<file path="src/rtl/sadd_tree_acc.sv">
`default_nettype none
// ============================================================================
// Module      : sadd_tree_acc
// Description : Pipelined signed summation of N_IN lanes through a registered
//               binary adder tree, followed by an output stage that passes,
//               accumulates (wrapping or saturating) the tree sum.
// Ports       : clk       - clock, rising edge
//               rst       - asynchronous active-high reset
//               in_data   - N_IN packed signed lanes of IN_W bits
//               in_valid  - sample present this cycle
//               acc_mode  - 1: add tree sum into the accumulator
//               acc_clr   - 1: start a new accumulation, clear ovf
//               out_data  - signed OUT_W result
//               out_valid - one-cycle pulse per output sample
//               ovf       - sticky accumulator overflow flag
// Revision    : 1.0 - initial release
// ============================================================================
module sadd_tree_acc #(
    parameter int N_IN  = 16,
    parameter int IN_W  = 8,
    parameter int OUT_W = 32,
    parameter int SAT   = 0
) (
    input  logic                     clk,
    input  logic                     rst,
    input  logic [N_IN*IN_W-1:0]     in_data,
    input  logic                     in_valid,
    input  logic                     acc_mode,
    input  logic                     acc_clr,
    output logic signed [OUT_W-1:0]  out_data,
    output logic                     out_valid,
    output logic                     ovf
);

    localparam int C_STAGES = (N_IN > 1) ? $clog2(N_IN) : 0;

    // Number of partial sums held at tree level s.
    function automatic int f_cnt(input int s);
        return (N_IN + (1 << s) - 1) >> s;
    endfunction

    // Bit offset of tree level s inside the flat w_tree vector.
    function automatic int f_off(input int s);
        int acc;
        acc = 0;
        for (int t = 0; t < s; t++) begin
            acc = acc + f_cnt(t) * OUT_W;
        end
        return acc;
    endfunction

    localparam int C_TREE_W = f_off(C_STAGES + 1);

    generate
        if (N_IN < 1 || OUT_W < IN_W + C_STAGES) begin : g_param_err
            $error("sadd_tree_acc: need N_IN >= 1 and OUT_W >= IN_W + clog2(N_IN)");
        end
    endgenerate

    // All tree levels packed back to back; level 0 is the sign-extended input.
    logic [C_TREE_W-1:0] w_tree;
    logic [C_STAGES:0]   w_v;
    logic [C_STAGES:0]   w_mode;
    logic [C_STAGES:0]   w_clr;

    genvar gs, gj;
    generate
        for (gj = 0; gj < N_IN; gj++) begin : g_lane
            assign w_tree[gj*OUT_W +: OUT_W] = OUT_W'($signed(in_data[gj*IN_W +: IN_W]));
        end
        assign w_v[0]    = in_valid;
        assign w_mode[0] = acc_mode;
        assign w_clr[0]  = acc_clr;

        for (gs = 1; gs <= C_STAGES; gs++) begin : g_stage
            localparam int C_NP   = f_cnt(gs - 1);
            localparam int C_NC   = f_cnt(gs);
            localparam int C_PREV = f_off(gs - 1);
            localparam int C_CUR  = f_off(gs);

            logic [C_NC*OUT_W-1:0] w_next;
            logic [C_NC*OUT_W-1:0] r_sum;
            logic                  r_v;
            logic                  r_mode;
            logic                  r_clr;

            for (gj = 0; gj < C_NC; gj++) begin : g_node
                if (2*gj + 1 < C_NP) begin : g_pair
                    assign w_next[gj*OUT_W +: OUT_W] =
                        w_tree[C_PREV + (2*gj)*OUT_W +: OUT_W] +
                        w_tree[C_PREV + (2*gj+1)*OUT_W +: OUT_W];
                end else begin : g_pass
                    // Odd leftover goes through unchanged to keep stage alignment.
                    assign w_next[gj*OUT_W +: OUT_W] = w_tree[C_PREV + (2*gj)*OUT_W +: OUT_W];
                end
            end

            always_ff @(posedge clk or posedge rst) begin
                if (rst) begin
                    r_sum  <= '0;
                    r_v    <= 1'b0;
                    r_mode <= 1'b0;
                    r_clr  <= 1'b0;
                end else begin
                    r_sum  <= w_next;
                    r_v    <= w_v[gs-1];
                    r_mode <= w_mode[gs-1];
                    r_clr  <= w_clr[gs-1];
                end
            end

            assign w_tree[C_CUR +: C_NC*OUT_W] = r_sum;
            assign w_v[gs]    = r_v;
            assign w_mode[gs] = r_mode;
            assign w_clr[gs]  = r_clr;
        end
    endgenerate

    // Output stage: accumulate at OUT_W+1 bits so overflow is visible as a
    // mismatch between the two top bits.
    logic [OUT_W-1:0] w_t;
    logic [OUT_W:0]   w_r;
    logic             w_of;
    logic [OUT_W-1:0] w_sat;

    assign w_t   = w_tree[f_off(C_STAGES) +: OUT_W];
    assign w_r   = {out_data[OUT_W-1], out_data} + {w_t[OUT_W-1], w_t};
    assign w_of  = w_r[OUT_W] ^ w_r[OUT_W-1];
    assign w_sat = w_r[OUT_W] ? {1'b1, {(OUT_W-1){1'b0}}} : {1'b0, {(OUT_W-1){1'b1}}};

    always_ff @(posedge clk or posedge rst) begin
        if (rst) begin
            out_data  <= '0;
            out_valid <= 1'b0;
            ovf       <= 1'b0;
        end else begin
            out_valid <= w_v[C_STAGES];
            if (w_v[C_STAGES]) begin
                if (w_clr[C_STAGES]) begin
                    out_data <= w_t;
                    ovf      <= 1'b0;
                end else if (w_mode[C_STAGES]) begin
                    out_data <= (w_of && SAT != 0) ? w_sat : w_r[OUT_W-1:0];
                    if (w_of) begin
                        ovf <= 1'b1;
                    end
                end else begin
                    out_data <= w_t;
                end
            end
        end
    end

endmodule
`default_nettype wire

</file>
<file path="config.mk">
export PLATFORM = sky130hd
export DESIGN_NAME = sadd_tree_acc
export DESIGN_NICKNAME = d
export VERILOG_FILES = /design/src/rtl/sadd_tree_acc.sv
export SDC_FILE = /design/constraint.sdc
export NUM_CORES = 1
export LEC_CHECK = 0
export BUFFER_PORTS_ARGS = -buffer_cell sky130_fd_sc_hd__buf_2
export CELL_PAD_IN_SITES_DETAIL_PLACEMENT = 1
export CELL_PAD_IN_SITES_GLOBAL_PLACEMENT = 2
export CORE_AREA = 5 5 284 286
export CTS_BUF_LIST = sky130_fd_sc_hd__clkbuf_16
export DETAILED_ROUTE_END_ITERATION = 7
export DIE_AREA = 0 0 289 291
export PLACE_DENSITY_LB_ADDON = 0.15
export REMOVE_ABC_BUFFERS = 1
export SLEW_MARGIN = 5
export SYNTH_ARGS = -nofsm -noshare
export SYNTH_HDL_FRONTEND = slang
export SYNTH_SLANG_ARGS = --single-unit
export TNS_END_PERCENT = 1
</file>
<file path="constraint.sdc">
create_clock -name clk -period 12.2 [get_ports clk]
set_input_delay 0.61 -clock clk [delete_from_list [all_inputs] [get_ports clk]]
set_output_delay 0.61 -clock clk [all_outputs]
set_load 0.1 [all_outputs]
</file>
# After elaboration in Yosys (flattened, before gate mapping)
# Index checks and enable logic that the tools add are counted.
[op_classes] reduce_logical=3 muxes=5 bitwise=1 addsub=16
[op_table] cell="adder 32 bit" count=7
[op_table] cell="adder 8 x 8 -> 9 bit" count=8
[op_table] cell="two-way mux 32 bit" count=2
[op_table] cell="adder 32 x 32 -> 33 bit" count=1
[op_table] cell="nonzero test 2 bit" count=2
[op_table] cell="two-way mux 1 bit" count=3
[op_table] cell="AND reduction 3 bit" count=1
[op_table] cell="bitwise XOR 1 bit" count=1
[totals] regBits=503 output_inout_bits=34 in_bits=133

# Longest topological paths before layout
[logic_depth] depth_word=5 ltp_mapped=13 mapped_depth_nobuf=13

# Worst setup path before layout
# Ideal clock, no wire load.
[synth_timing] path_kind="reg2reg" startpoint="register out_data[0]" endpoint="register ovf" t_arrival_ns=3.485 n_path_buf=0 setup_ns=0.111 path_stages_with_launch=13 path_slack_ns=8.603 cell_sequence="dfrtp_1 ha_1 inv_1 fa_1 and2b_1 o211ai_1 a211oi_2 nor2_2 o41ai_2 a221o_2 a31oi_1 nor3b_1 a2111oi_2"
[synth_between] elab_chain_len=4
[synth_lines] item="start: declaration" line_no="30" rtl="output logic signed [OUT_W-1:0] out_data,"
[synth_lines] item="start signal: assignment" line_no="140" rtl="out_data <= w_t;"
[synth_lines] item="start signal: assignment" line_no="143" rtl="out_data <= (w_of && SAT != 0) ? w_sat : w_r[OUT_W-1:0];"
[synth_lines] item="start signal: assignment" line_no="148" rtl="out_data <= w_t;"
[synth_lines] item="adder 32 x 32 -> 33 bit" line_no="127" rtl="assign w_r = {out_data[OUT_W-1], out_data} + {w_t[OUT_W-1], w_t};"
[synth_lines] item="bitwise XOR 1 bit" line_no="128" rtl="assign w_of = w_r[OUT_W] ^ w_r[OUT_W-1];"
[synth_lines] item="nonzero test 2 bit (no line)"
[synth_lines] item="AND reduction 3 bit (no line)"
[synth_lines] item="end signal: assignment" line_no="135" rtl="ovf <= 1'b0;"
[synth_lines] item="end signal: assignment" line_no="141" rtl="ovf <= 1'b0;"
[synth_lines] item="end signal: assignment" line_no="145" rtl="ovf <= 1'b1;"
[synth_lines] item="end: declaration" line_no="32" rtl="output logic ovf"
# No other way between the ends.
# A chain may end at the register's enable or synchronous reset.

# Worst setup path after layout
[layout_timing] startpoint="register out_data[0]" endpoint="register out_data[30]"
[layout_between] elab_chain_len=3
[layout_lines] item="adder 32 x 32 -> 33 bit" line_no="127"
[layout_lines] item="two-way mux 32 bit" line_no="142" rtl="end else if (w_mode[C_STAGES]) begin"
[layout_lines] item="two-way mux 32 bit" line_no="139" rtl="if (w_clr[C_STAGES]) begin"
# No other way between the ends.

==> impl_metrics.json <==
{
  "hold_depth": 1,
  "async_flop_share_pct": 100,
  "ctsResizeCount": 0,
  "hpwl_mm": 43.9,
  "cts_hold_buf": 0,
  "power.density_mw_per_mm2": 312,
  "ys_ff_latch": 338,
  "dr_total_vias": 14600,
  "grt_pass1_wl_mm": 89.3,
  "fin_crit_sh_pct": 27.5,
  "cpPeakStageDelay_ns": 0.43,
  "die-area_sq_mm": 0.0841,
  "numClockSinks": 338,
  "critPathArrivalTime_ns": 3.86,
  "crit_path_start_kind": "flop",
  "cp_max_fo": 5,
  "period_minus_slack_ns": 3.35,
  "drv_cap": 0,
  "hold_end": "g_stage[1].r_clr$_DFF_PP0_",
  "wl_per_cell_microns": 16.8,
  "crit_required_ns": 12.70,
  "syn2layout_area_growth_pct": 16.4,
  "setup_viol": 0,
  "synth_area_per_cell_sq_um": 10.4,
  "drt-vias-per-instance": 4.48,
  "synth_top_area_share_pct": 40.7,
  "seqPwrFrac_pct": 25.0,
  "layout-drive-gt1-share_pct": 11.5,
  "dr.first_iter.drc_count": 548,
  "clk_pin_slew_ns": 0.06,
  "place_inst": 3169,
  "antenna_left": 0,
  "dr.pass1.iters": 4,
  "crit_type": "flop to flop",
  "cts_setup_buffers": 0,
  "ios": 167,
  "r2r_cells": 12,
  "holdCritPathClass": "input port to flop",
  "crit_chain": "ha_1 -> inv_1 -> fa_1 -> and2b_1 -> o211ai_1 -> a211oi_2 -> nor2_2 -> o41ai_2 -> a221o_2 -> a41oi_1 -> or3_1 -> nand3_1",
  "drc": 0,
  "yosys.area.top_type": "dfrtp_1",
  "worstMarginPinSlew_ns": 0.859,
  "max-vdd-ir-drop_mv": 0.123,
  "grt_pass1_vias": 16300,
  "start_util_pct": 26.6,
  "gp_congestion": 0.802,
  "grt_max_degree": 106,
  "stdcell_count": 3249,
  "relSlewSlack_pct": 42.3,
  "critPathSlowestCell": "o41ai_2",
  "r2r_slack_ns": 8.85,
  "seqCellArea_sq_mm": 0.00846,
  "synth_common_cells": "dfrtp_1, ha_1, inv_1",
  "die_h_microns": 291,
  "yosysSeqAreaShare_pct": 40.7,
  "antenna_cells": 0,
  "synthTopCellsByArea": "dfrtp_1, ha_1, fa_1",
  "startpoint": "out_data[0]$_DFFE_PP0P_",
  "timing.setup.tns_ns": 0,
  "p_sw_share_pct": 46.9,
  "synth_edf_count": 0,
  "ys.flop_type": "dfrtp_1",
  "port_buffers": 166,
  "synth_warnings": 0,
  "root_buffer": "clkbuf_16",
  "p_int_mw": 4.00,
  "yosysUniqueCellTypes": 74,
  "row_count": 103,
  "wl_mm": 54.6,
  "p_leak_nw": 11.7,
  "combPwrFrac_pct": 58.9,
  "antenna_found_initial": 8,
  "h-tree-depth": 2,
  "coreArea_sq_mm": 0.0781,
  "die_x_microns": 289,
  "reg2reg_from": "out_data[0]$_DFFE_PP0P_",
  "clock_latency_ns": 0.58,
  "holdWs_ns": 0.142,
  "multi_input_area_sq_mm": 0.0115,
  "fillers": 8856,
  "cts_tree": "done",
  "fin_nets": 2601,
  "rsz0062_at_grt": "no",
  "hold_viol_final": 0,
  "worstHoldStart": "acc_clr",
  "cp-end-kind": "flop",
  "finClkSkew_ns": 0.0203,
  "synthMostInstantiatedCell": "dfrtp_1",
  "cp_top_family": "compound AO/OA/AOI/OAI gates",
  "status": "finished, final reports clean",
  "r2r_end": "out_data[30]$_DFFE_PP0P_",
  "p_switching_mw": 3.54,
  "cts_buffer_depth": 3,
  "track_usage_pct": 13.2,
  "power_mw": 7.54,
  "fmax_ghz": 0.298,
  "syn_area_sq_mm": 0.0208,
  "crit_buf_inv": 1,
  "pwr-share-clk_pct": 16.1,
  "drv_slew": 0,
  "netlist_instances": 1990,
  "overflow": 0,
  "cts_made_buffers": 44
}
==> per-stage QoR <==
stage | cell area (sq um) | utilization (%) | setup WS, ns
6_report | 24200 | 31.0 | 8.85
5_1_grt | 24200 | 31.0 | 8.62
4_1_cts | 24200 | 31.0 | 8.85
3_5_place_dp | 22800 | 29.2 | 8.87
3_3_place_gp | 22800 | 29.2 | 8.92
2_1_floorplan | 20600 | - | 2.22
==> cell type report <==
type	instances	share of cell area [%]
Multi-Input combinational cell	1418	47.3
Inverter	190	2.98
Tap cell	1050	5.43
Clock buffer	45	4.65
Timing Repair Buffer	173	3.65
Sequential cell	338	35.0
Clock inverter	35	0.988
==> worst max path at each step <==
| stage | to | slack [ns] | cells after the start |
|---|---|---|---|
| 2_1_floorplan | g_stage[1].r_clr$_DFF_PP0_ | 2.22 | 1 |
| 3_3_place_gp | ovf$_DFFE_PP0P_ | 8.92 | 12 |
| 3_5_place_dp | ovf$_DFFE_PP0P_ | 8.87 | 12 |
| 4_1_cts | out_data[30]$_DFFE_PP0P_ | 8.85 | 12 |
| 5_1_grt | ovf$_DFFE_PP0P_ | 8.62 | 12 |
| 6_report | out_data[30]$_DFFE_PP0P_ | 8.85 | 12 |
==> registers in the layout (all words and copies together), names as in the netlist <==
signal and count:
g_stage.r_sum 292, out_data 32, g_stage.r_clr 4, g_stage.r_mode 4, g_stage.r_v 4, out_valid 1, ovf 1
==> metal layers <==
metal / wire length, microns / track usage, % / vias up
met5: 20 / 0 / -
met1: 25300 / 17.8 / 7119
met2: 26300 / 22.4 / 176
li1: - / - / 7202
met4: 1170 / 3.35 / 2
met3: 1800 / 1.91 / 63
==> power groups by stage <==
stage	Combinational, mW	Clock (mW)	Sequential, mW
floorplan	3.02	0	2.16
global placement	4.48	0	1.91
detailed placement	4.50	0	1.92
CTS	4.52	1.28	1.90
global route	4.99	1.32	1.94
finish	4.44	1.22	1.88
==> cell usage in the layout, fill, tap and decap left out, types with 80 or more instances in the layout <==
| cell type | count |
|---|---|
| dfrtp_1 | 337 |
| ha_1 | 223 |
| inv_1 | 200 |
| a21oi_1 | 185 |
| buf_2 | 166 |
| xnor2_1 | 130 |
| a21o_1 | 112 |
| o21ai_0 | 106 |
| nor2_1 | 101 |
| fa_1 | 80 |
==> cell families after synthesis <==
kind of cell | Yosys count | synth area share, %
flip-flops | 338 | 40.7
XOR/XNOR | 178 | 7.50
adder cells (fa/ha/maj) | 303 | 21.1
buffers and inverters | 234 | 4.24
AND/OR/NAND/NOR | 329 | 7.61
AO/OA/AOI/OAI | 604 | 18.6
multiplexers | 4 | 0.211
Power figures use the tool's default switching activity.
